## src/rtl/fifo_wr_arb_pkg.sv

```systemverilog
`default_nettype none
// +----------------------------------------------------------------------+
// | fifo_arb_pkg : shared types and helpers for the FIFO write arbiter   |
// | Revision     : 1.0                                                   |
// +----------------------------------------------------------------------+
package fifo_arb_pkg;

  typedef enum logic [0:0] {
    IDLE  = 1'b0,
    BURST = 1'b1
  } state_e;

  localparam int FIFO_DEPTH    = 32;
  localparam int FIFO_FULL_LVL = 31;

  // Successor of ptr with explicit wrap; nreq need not be a power of two.
  function automatic int next_rr(input int ptr, input int nreq);
    return (ptr + 1 >= nreq) ? 0 : ptr + 1;
  endfunction

endpackage
`default_nettype wire

```

## src/rtl/fifo_wr_arb_if.sv

```systemverilog
`default_nettype none
// +----------------------------------------------------------------------+
// | fifo_wr_arb_if : producer req/gnt bundle plus FIFO write-port pins   |
// | Revision       : 1.0                                                 |
// +----------------------------------------------------------------------+
interface fifo_wr_arb_if #(
  parameter int NREQ = 4,
  parameter int DW   = 8
);
  localparam int PW = (NREQ > 1) ? $clog2(NREQ) : 1;

  logic [NREQ-1:0]    req;
  logic [NREQ*DW-1:0] req_data;
  logic [NREQ-1:0]    gnt;
  logic               fifo_wr;
  logic [DW-1:0]      fifo_wr_data;
  logic               fifo_full;
  logic               fifo_rd;
  logic [PW-1:0]      owner;
  logic               busy;

  modport master (
    output req, req_data, fifo_full, fifo_rd,
    input  gnt, fifo_wr, fifo_wr_data, owner, busy
  );

  modport slave (
    input  req, req_data, fifo_full, fifo_rd,
    output gnt, fifo_wr, fifo_wr_data, owner, busy
  );
endinterface
`default_nettype wire

```

## src/rtl/fifo_wr_arb_rr_pick.sv

```systemverilog
`default_nettype none
// +----------------------------------------------------------------------+
// | rr_pick : combinational round-robin candidate search from a pointer  |
// | Revision: 1.0                                                        |
// +----------------------------------------------------------------------+
module rr_pick #(
  parameter int NREQ = 4,
  parameter int PW   = 2
) (
  input  wire logic [NREQ-1:0] i_req,
  input  wire logic [PW-1:0]   i_rr_ptr,
  input  wire logic            i_prio_en,
  output logic                 o_valid,
  output logic [PW-1:0]        o_idx
);

  function automatic int wrap_idx(input int p, input int k);
    int s;
    s = p + k;
    return (s >= NREQ) ? s - NREQ : s;
  endfunction

  always_comb begin
    o_valid = 1'b0;
    o_idx   = '0;
    for (int k = 0; k < NREQ; k++) begin
      if (!o_valid && i_req[PW'(wrap_idx(int'(i_rr_ptr), k))]) begin
        o_valid = 1'b1;
        o_idx   = PW'(wrap_idx(int'(i_rr_ptr), k));
      end
    end
    if (i_prio_en && i_req[0]) begin
      o_valid = 1'b1;
      o_idx   = '0;
    end
  end

endmodule
`default_nettype wire

```

## src/rtl/fifo_wr_arb.sv

```systemverilog
`default_nettype none
// +----------------------------------------------------------------------+
// | fifo_wr_arb : round-robin burst arbiter for the FIFO write port;     |
// |               FIFO_ARB_PRIO_EN makes requester 0 strict-high-prio.   |
// | Revision    : 1.0                                                    |
// +----------------------------------------------------------------------+
module fifo_wr_arb
  import fifo_arb_pkg::*;
#(
  parameter int NREQ      = 4,
  parameter int DW        = 8,
  parameter int BURST_LEN = 4
) (
  input  wire logic    clk,
  input  wire logic    rst,
  fifo_wr_arb_if.slave bus
);

  localparam int c_PW = (NREQ > 1) ? $clog2(NREQ) : 1;
  localparam int c_CW = $clog2(BURST_LEN + 1);

  state_e            r_state, w_state_nxt;
  logic [c_PW-1:0]   r_rr_ptr, w_rr_nxt;
  logic [c_PW-1:0]   r_owner, w_owner_nxt;
  logic [c_CW-1:0]   r_beat_cnt, w_cnt_nxt, w_cnt_inc;
  logic              w_can_wr, w_own_req, w_prio_en, w_prio_cut;
  logic              w_pick_valid;
  logic [c_PW-1:0]   w_pick_idx;
  logic [NREQ-1:0]   w_gnt;
  logic [DW-1:0]     w_wr_data;

  // Only grant when the write is certain to land; reset also masks grants.
  assign w_can_wr  = !bus.fifo_full && !bus.fifo_rd && !rst;
  assign w_own_req = bus.req[r_owner];
  assign w_cnt_inc = r_beat_cnt + 1'b1;

`ifdef FIFO_ARB_PRIO_EN
  assign w_prio_en  = 1'b1;
  assign w_prio_cut = bus.req[0] && (r_owner != '0);
`else
  assign w_prio_en  = 1'b0;
  assign w_prio_cut = 1'b0;
`endif

  rr_pick #(.NREQ(NREQ), .PW(c_PW)) u_pick (
    .i_req     (bus.req),
    .i_rr_ptr  (r_rr_ptr),
    .i_prio_en (w_prio_en),
    .o_valid   (w_pick_valid),
    .o_idx     (w_pick_idx)
  );

  always_ff @(posedge clk) begin
    if (rst) begin
      r_state    <= IDLE;
      r_rr_ptr   <= '0;
      r_owner    <= '0;
      r_beat_cnt <= '0;
    end else begin
      r_state    <= w_state_nxt;
      r_rr_ptr   <= w_rr_nxt;
      r_owner    <= w_owner_nxt;
      r_beat_cnt <= w_cnt_nxt;
    end
  end

  always_comb begin
    w_state_nxt = r_state;
    w_rr_nxt    = r_rr_ptr;
    w_owner_nxt = r_owner;
    w_cnt_nxt   = r_beat_cnt;
    if (w_can_wr) begin
      case (r_state)
        IDLE: begin
          if (w_pick_valid) begin
            w_owner_nxt = w_pick_idx;
            if (BURST_LEN == 1) begin
              w_rr_nxt = c_PW'(next_rr(int'(w_pick_idx), NREQ));
            end else begin
              w_state_nxt = BURST;
              w_cnt_nxt   = c_CW'(1);
            end
          end
        end
        BURST: begin
          // A dropped req, a full burst or a priority cut all hand over at owner+1.
          if (!w_own_req || w_prio_cut || (w_cnt_inc == c_CW'(BURST_LEN))) begin
            w_state_nxt = IDLE;
            w_rr_nxt    = c_PW'(next_rr(int'(r_owner), NREQ));
            w_cnt_nxt   = '0;
          end else begin
            w_cnt_nxt = w_cnt_inc;
          end
        end
        default: w_state_nxt = IDLE;
      endcase
    end
  end

  always_comb begin
    w_gnt = '0;
    if (w_can_wr) begin
      case (r_state)
        IDLE:    if (w_pick_valid) w_gnt[w_pick_idx] = 1'b1;
        BURST:   w_gnt[r_owner] = w_own_req;
        default: w_gnt = '0;
      endcase
    end
    w_wr_data = '0;
    for (int i = 0; i < NREQ; i++) begin
      if (w_gnt[i]) w_wr_data = bus.req_data[i*DW +: DW];
    end
  end

  assign bus.gnt          = w_gnt;
  assign bus.fifo_wr      = |(bus.req & w_gnt);
  assign bus.fifo_wr_data = w_wr_data;
  assign bus.owner        = r_owner;
  assign bus.busy         = (r_state == BURST);

endmodule
`default_nettype wire

```

## src/flat_wrapper.sv

```systemverilog
// flat-port wrapper written by rule: the top's interface ports become plain ports
module fifo_wr_arb_flat import fifo_arb_pkg::*;
#(
  parameter int NREQ      = 4,
  parameter int DW        = 8,
  parameter int BURST_LEN = 4
)
  (clk, rst, bus_req, bus_req_data, bus_fifo_full, bus_fifo_rd, bus_gnt, bus_fifo_wr, bus_fifo_wr_data, bus_owner, bus_busy);
  fifo_wr_arb_if #(.NREQ(NREQ), .DW(DW)) bus_i ();
  input  wire logic clk;
  input  wire logic rst;
  input wire logic [$bits(bus_i.req)-1:0] bus_req;
  input wire logic [$bits(bus_i.req_data)-1:0] bus_req_data;
  input wire logic [$bits(bus_i.fifo_full)-1:0] bus_fifo_full;
  input wire logic [$bits(bus_i.fifo_rd)-1:0] bus_fifo_rd;
  output wire logic [$bits(bus_i.gnt)-1:0] bus_gnt;
  output wire logic [$bits(bus_i.fifo_wr)-1:0] bus_fifo_wr;
  output wire logic [$bits(bus_i.fifo_wr_data)-1:0] bus_fifo_wr_data;
  output wire logic [$bits(bus_i.owner)-1:0] bus_owner;
  output wire logic [$bits(bus_i.busy)-1:0] bus_busy;
  assign bus_i.req = bus_req;
  assign bus_i.req_data = bus_req_data;
  assign bus_i.fifo_full = bus_fifo_full;
  assign bus_i.fifo_rd = bus_fifo_rd;
  assign bus_gnt = bus_i.gnt;
  assign bus_fifo_wr = bus_i.fifo_wr;
  assign bus_fifo_wr_data = bus_i.fifo_wr_data;
  assign bus_owner = bus_i.owner;
  assign bus_busy = bus_i.busy;
  fifo_wr_arb #(.NREQ(NREQ), .DW(DW), .BURST_LEN(BURST_LEN)) u_core (.clk(clk), .rst(rst), .bus(bus_i));
endmodule
```

## config.mk

```make
export PLATFORM = sky130hd
export DESIGN_NAME = fifo_wr_arb_flat
export DESIGN_NICKNAME = d
export VERILOG_FILES = /design/src/rtl/fifo_wr_arb_pkg.sv /design/src/rtl/fifo_wr_arb_if.sv /design/src/rtl/fifo_wr_arb_rr_pick.sv /design/src/rtl/fifo_wr_arb.sv /design/src/flat_wrapper.sv
export SDC_FILE = /design/constraint.sdc
export NUM_CORES = 1
export LEC_CHECK = 0
export ABC_AREA = 1
export CORE_ASPECT_RATIO = 1.5
export CORE_UTILIZATION = 43
export DETAILED_ROUTE_END_ITERATION = 16
export GPL_TIMING_DRIVEN = 0
export HOLD_SLACK_MARGIN = 0.02
export PLACE_DENSITY = 0.81
export SLEW_MARGIN = 15
export SYNTH_ARGS = -nofsm -noshare
export SYNTH_HDL_FRONTEND = slang
export SYNTH_SLANG_ARGS = --single-unit
```

## constraint.sdc

```tcl
create_clock -name clk -period 2.2 [get_ports clk]
set_input_delay 0.33 -clock clk [delete_from_list [all_inputs] [get_ports clk]]
set_output_delay 0.33 -clock clk [all_outputs]
set_load 0.01 [all_outputs]
```

==> flow_metrics.env <==
export IMPL_grt_max_degree=12
export IMPL_port_buffer_count=55
export IMPL_cp_data_required_time_ns=1.87
export IMPL_area_growth_pct=87.3
export IMPL_overflow=0
export IMPL_setup_slack_ns=-0.606
export IMPL_slowest_delay_ns=0.39
export IMPL_dp_hpwl_mm=3.21
export IMPL_synth_ff_type="dfxtp_1"
export IMPL_die_width_um=47.3
export IMPL_h_tree_depth=1
export IMPL_holdCritPathClass="flip-flop to flip-flop"
export IMPL_start_kind="flip-flop"
export IMPL_leakagePower_uw=0.00125
export IMPL_timing_fmax_ghz=0.356
export IMPL_period_needed_ns=2.81
export IMPL_antenna_found_initial=0
export IMPL_ff2ff_path_depth=11
export IMPL_crit_top_cell="nand2_1"
export IMPL_path_depth=17
export IMPL_hold_path_cell_count=2
export IMPL_drt_iter0_drc=100
export IMPL_layout_drive_gt1_share_pct=36.3
export IMPL_drt_wl_total_mm=6.42
export IMPL_yosysTopAreaCellShare_pct=25.2
export IMPL_cp_startpoint="u_core.r_rr_ptr[0]"
export IMPL_post_synth_top_area_cell="nand2_1"
export IMPL_gp_congestion=0.810
export IMPL_vias=2040
export IMPL_cts_tree="built"
export IMPL_layout_common_cells="nand2_1 (68), clkdlybuf4s50_1 (38), inv_1 (25)"
export IMPL_worstSetupPathType="flip-flop to output pin"
export IMPL_irDropWorstVdd_mv=0.458
export IMPL_tns_ns=-5.66
export IMPL_grt_pass1_vias=1897
export IMPL_status="finished, violations left"
export IMPL_synth_seq_area_share_pct=12.1
export IMPL_power_uw=735
export IMPL_drv_slew=0
export IMPL_syn_area_per_cell_um2=5.64
export IMPL_syn_area_um2=1330
export IMPL_ys_types=28
export IMPL_critPathSlowestCell="dfxtp_4"
export IMPL_cp_end_kind="output pin"
export IMPL_syn_inst=235
export IMPL_cts_sinks=8
export IMPL_period_share_pct=128
export IMPL_clock_path_buffers=2
export IMPL_cts_made_buffers=3
export IMPL_rsz0062_at_grt="true"
export IMPL_worst_path_buf_inv=5
export IMPL_dieArea_um2=3310
export IMPL_async_flop_share_pct=0
export IMPL_fin_nets=374
export IMPL_cts_root_buf="clkbuf_8"
export IMPL_first_pass_iters=4
export IMPL_yosysWarningCount=0
export IMPL_antenna_left=0
export IMPL_fin_skew_ns=0.00170
export IMPL_initial_core_util_pct=45.5
export IMPL_via_per_inst=5.60
export IMPL_grt_first_pass_wirelength_mm=8.31
export IMPL_cts_hold_buf=0
export IMPL_insertion_delay_ns=0.22
export IMPL_die_h_um=70.0
export IMPL_r2r_start="u_core.r_rr_ptr[0]"
export IMPL_cp_data_arrival_time_ns=2.48
export IMPL_critPathMaxFanout=5
export IMPL_violations="setup timing"
export IMPL_slew_headroom_pct=67.4
export IMPL_num_rows=24
export IMPL_yosys_register_bits=8
export IMPL_power_density_nw_per_um2=296
export IMPL_drc=0
export IMPL_synth_fp_nets=282
export IMPL_io_pins=56
export IMPL_hold_violations=0
export IMPL_synth_edf_count=0
export IMPL_ys_top_cells_by_area="nand2_1 (25%), dfxtp_1 (12%), inv_1 (9.3%), nand4_1 (9.0%), ha_1 (6.6%)"
export IMPL_crit_path_cell_trace="buf_12, nand2_4, nand2_4, nand2_1, nand2_2, nor2_4, nand3_2, nand3_4, buf_4, buf_4, o21ai_4, buf_4, nand4_1, nand2_1, nand2_1, nand2_1, buf_2"
export IMPL_worst_pin_slew_ns=0.489
export IMPL_critPathTopFamily="simple AND/OR/NAND/NOR gates"
export IMPL_drv_cap=0
export IMPL_worstHoldStart="u_core.r_beat_cnt[1]"
export IMPL_track_usage_pct=34.1
export IMPL_wl_per_cell_um=17.6
export IMPL_final_common_cell="nand2_1"
export IMPL_clkSlewWorstSetupHoldPaths_ns=0.04
export IMPL_n_antenna_cell=0
export IMPL_core_um2=2910
export IMPL_setup_violations=13
worst register-to-register path, cell delays in order (launching register included):
cell and delay (ns):
dfxtp_4 0.36, buf_12 0.15, nand2_4 0.07, nand2_4 0.08, nand2_1 0.09, nand2_2 0.07, nor2_4 0.15, nand3b_1 0.15
or2_2 0.30, nand2_1 0.14, nand3_1 0.09, o41ai_1 0.08
path summary, 6_finish.rpt:
kind / to / slack, ns
worst max-delay path: bus_fifo_wr_data[7] / -0.61
worst min-delay path: u_core.r_beat_cnt[1] / 0.49
worst min register to register: u_core.r_beat_cnt[1] / 0.49
worst max register to register: u_core.r_beat_cnt[2] / 0.36
flip-flops by register name (all words and copies together) (netlist names):
register and cells:
u_core.bus.busy 1, u_core.bus.owner 2, u_core.r_beat_cnt 3, u_core.r_rr_ptr 2
synth_stat cells (3+ instances only):
library cell   n
o21ai_0        6
nand3_1        9
a21oi_1       11
dfxtp_1        8
nand2_1       89
nand4_1       19
nor2_1         7
nand2_2        6
nand2_4        4
clkbuf_1       4
ha_1           7
inv_1         33
nand3b_1       9
inv_2          5
nand3_2        3
layout make-up:
class	instances	area, um^2
flip-flops and latches	8	168
fillers	174	430
clock buffers	3	41.3
repair buffers	84	763
repair inverters	1	7.51
multi-input cells	186	1260
well taps	39	48.8
inverters	38	158
plain buffers	5	37.5
power by group:
part	total (uW)	internal (uW)	leakage (uW)	switching [uW]
clock	170	118	0.0000216	52.3
combinational	408	191	0.00116	217
sequential	156	149	0.0000666	7.86
kinds of logic after synthesis:
kind of cell | synth area share [%]
DFF | 12.1
and+or+nand+nor | 55.7
xor gates and xnor gates | 0.661
AOI/OAI and AO/OA | 12.5
buffers and inverters | 12.5
adders and majority gates | 6.61
per-layer routing:
metal	wire [um]	global-route usage, %	vias up
met2	3380	56.3	103
met4	418	22.9	0
met3	357	7.24	38
met1	2260	35.9	950
met5	0	0	-
li1	-	-	949
through the flow:
step	cells	area (um^2)	util, %	hold slack, ns	worst slack (ns)
floorplan	235	1330	-	0.399	0.0683
global placement	329	1920	66.1	0.477	-1.05
detailed placement	329	1920	66.1	0.486	-1.10
CTS	358	2260	77.7	0.492	-0.444
global route	364	2480	85.2	0.523	-0.738
finish	364	2480	85.2	0.489	-0.606
repair_timing:
action	4_1_cts	5_1_grt
gates cloned	4	0
pin swaps	16	25
setup endpoints to repair	14	13
resized for setup	91	58
setup buffers	22	6
Power figures use the tool's default switching activity.
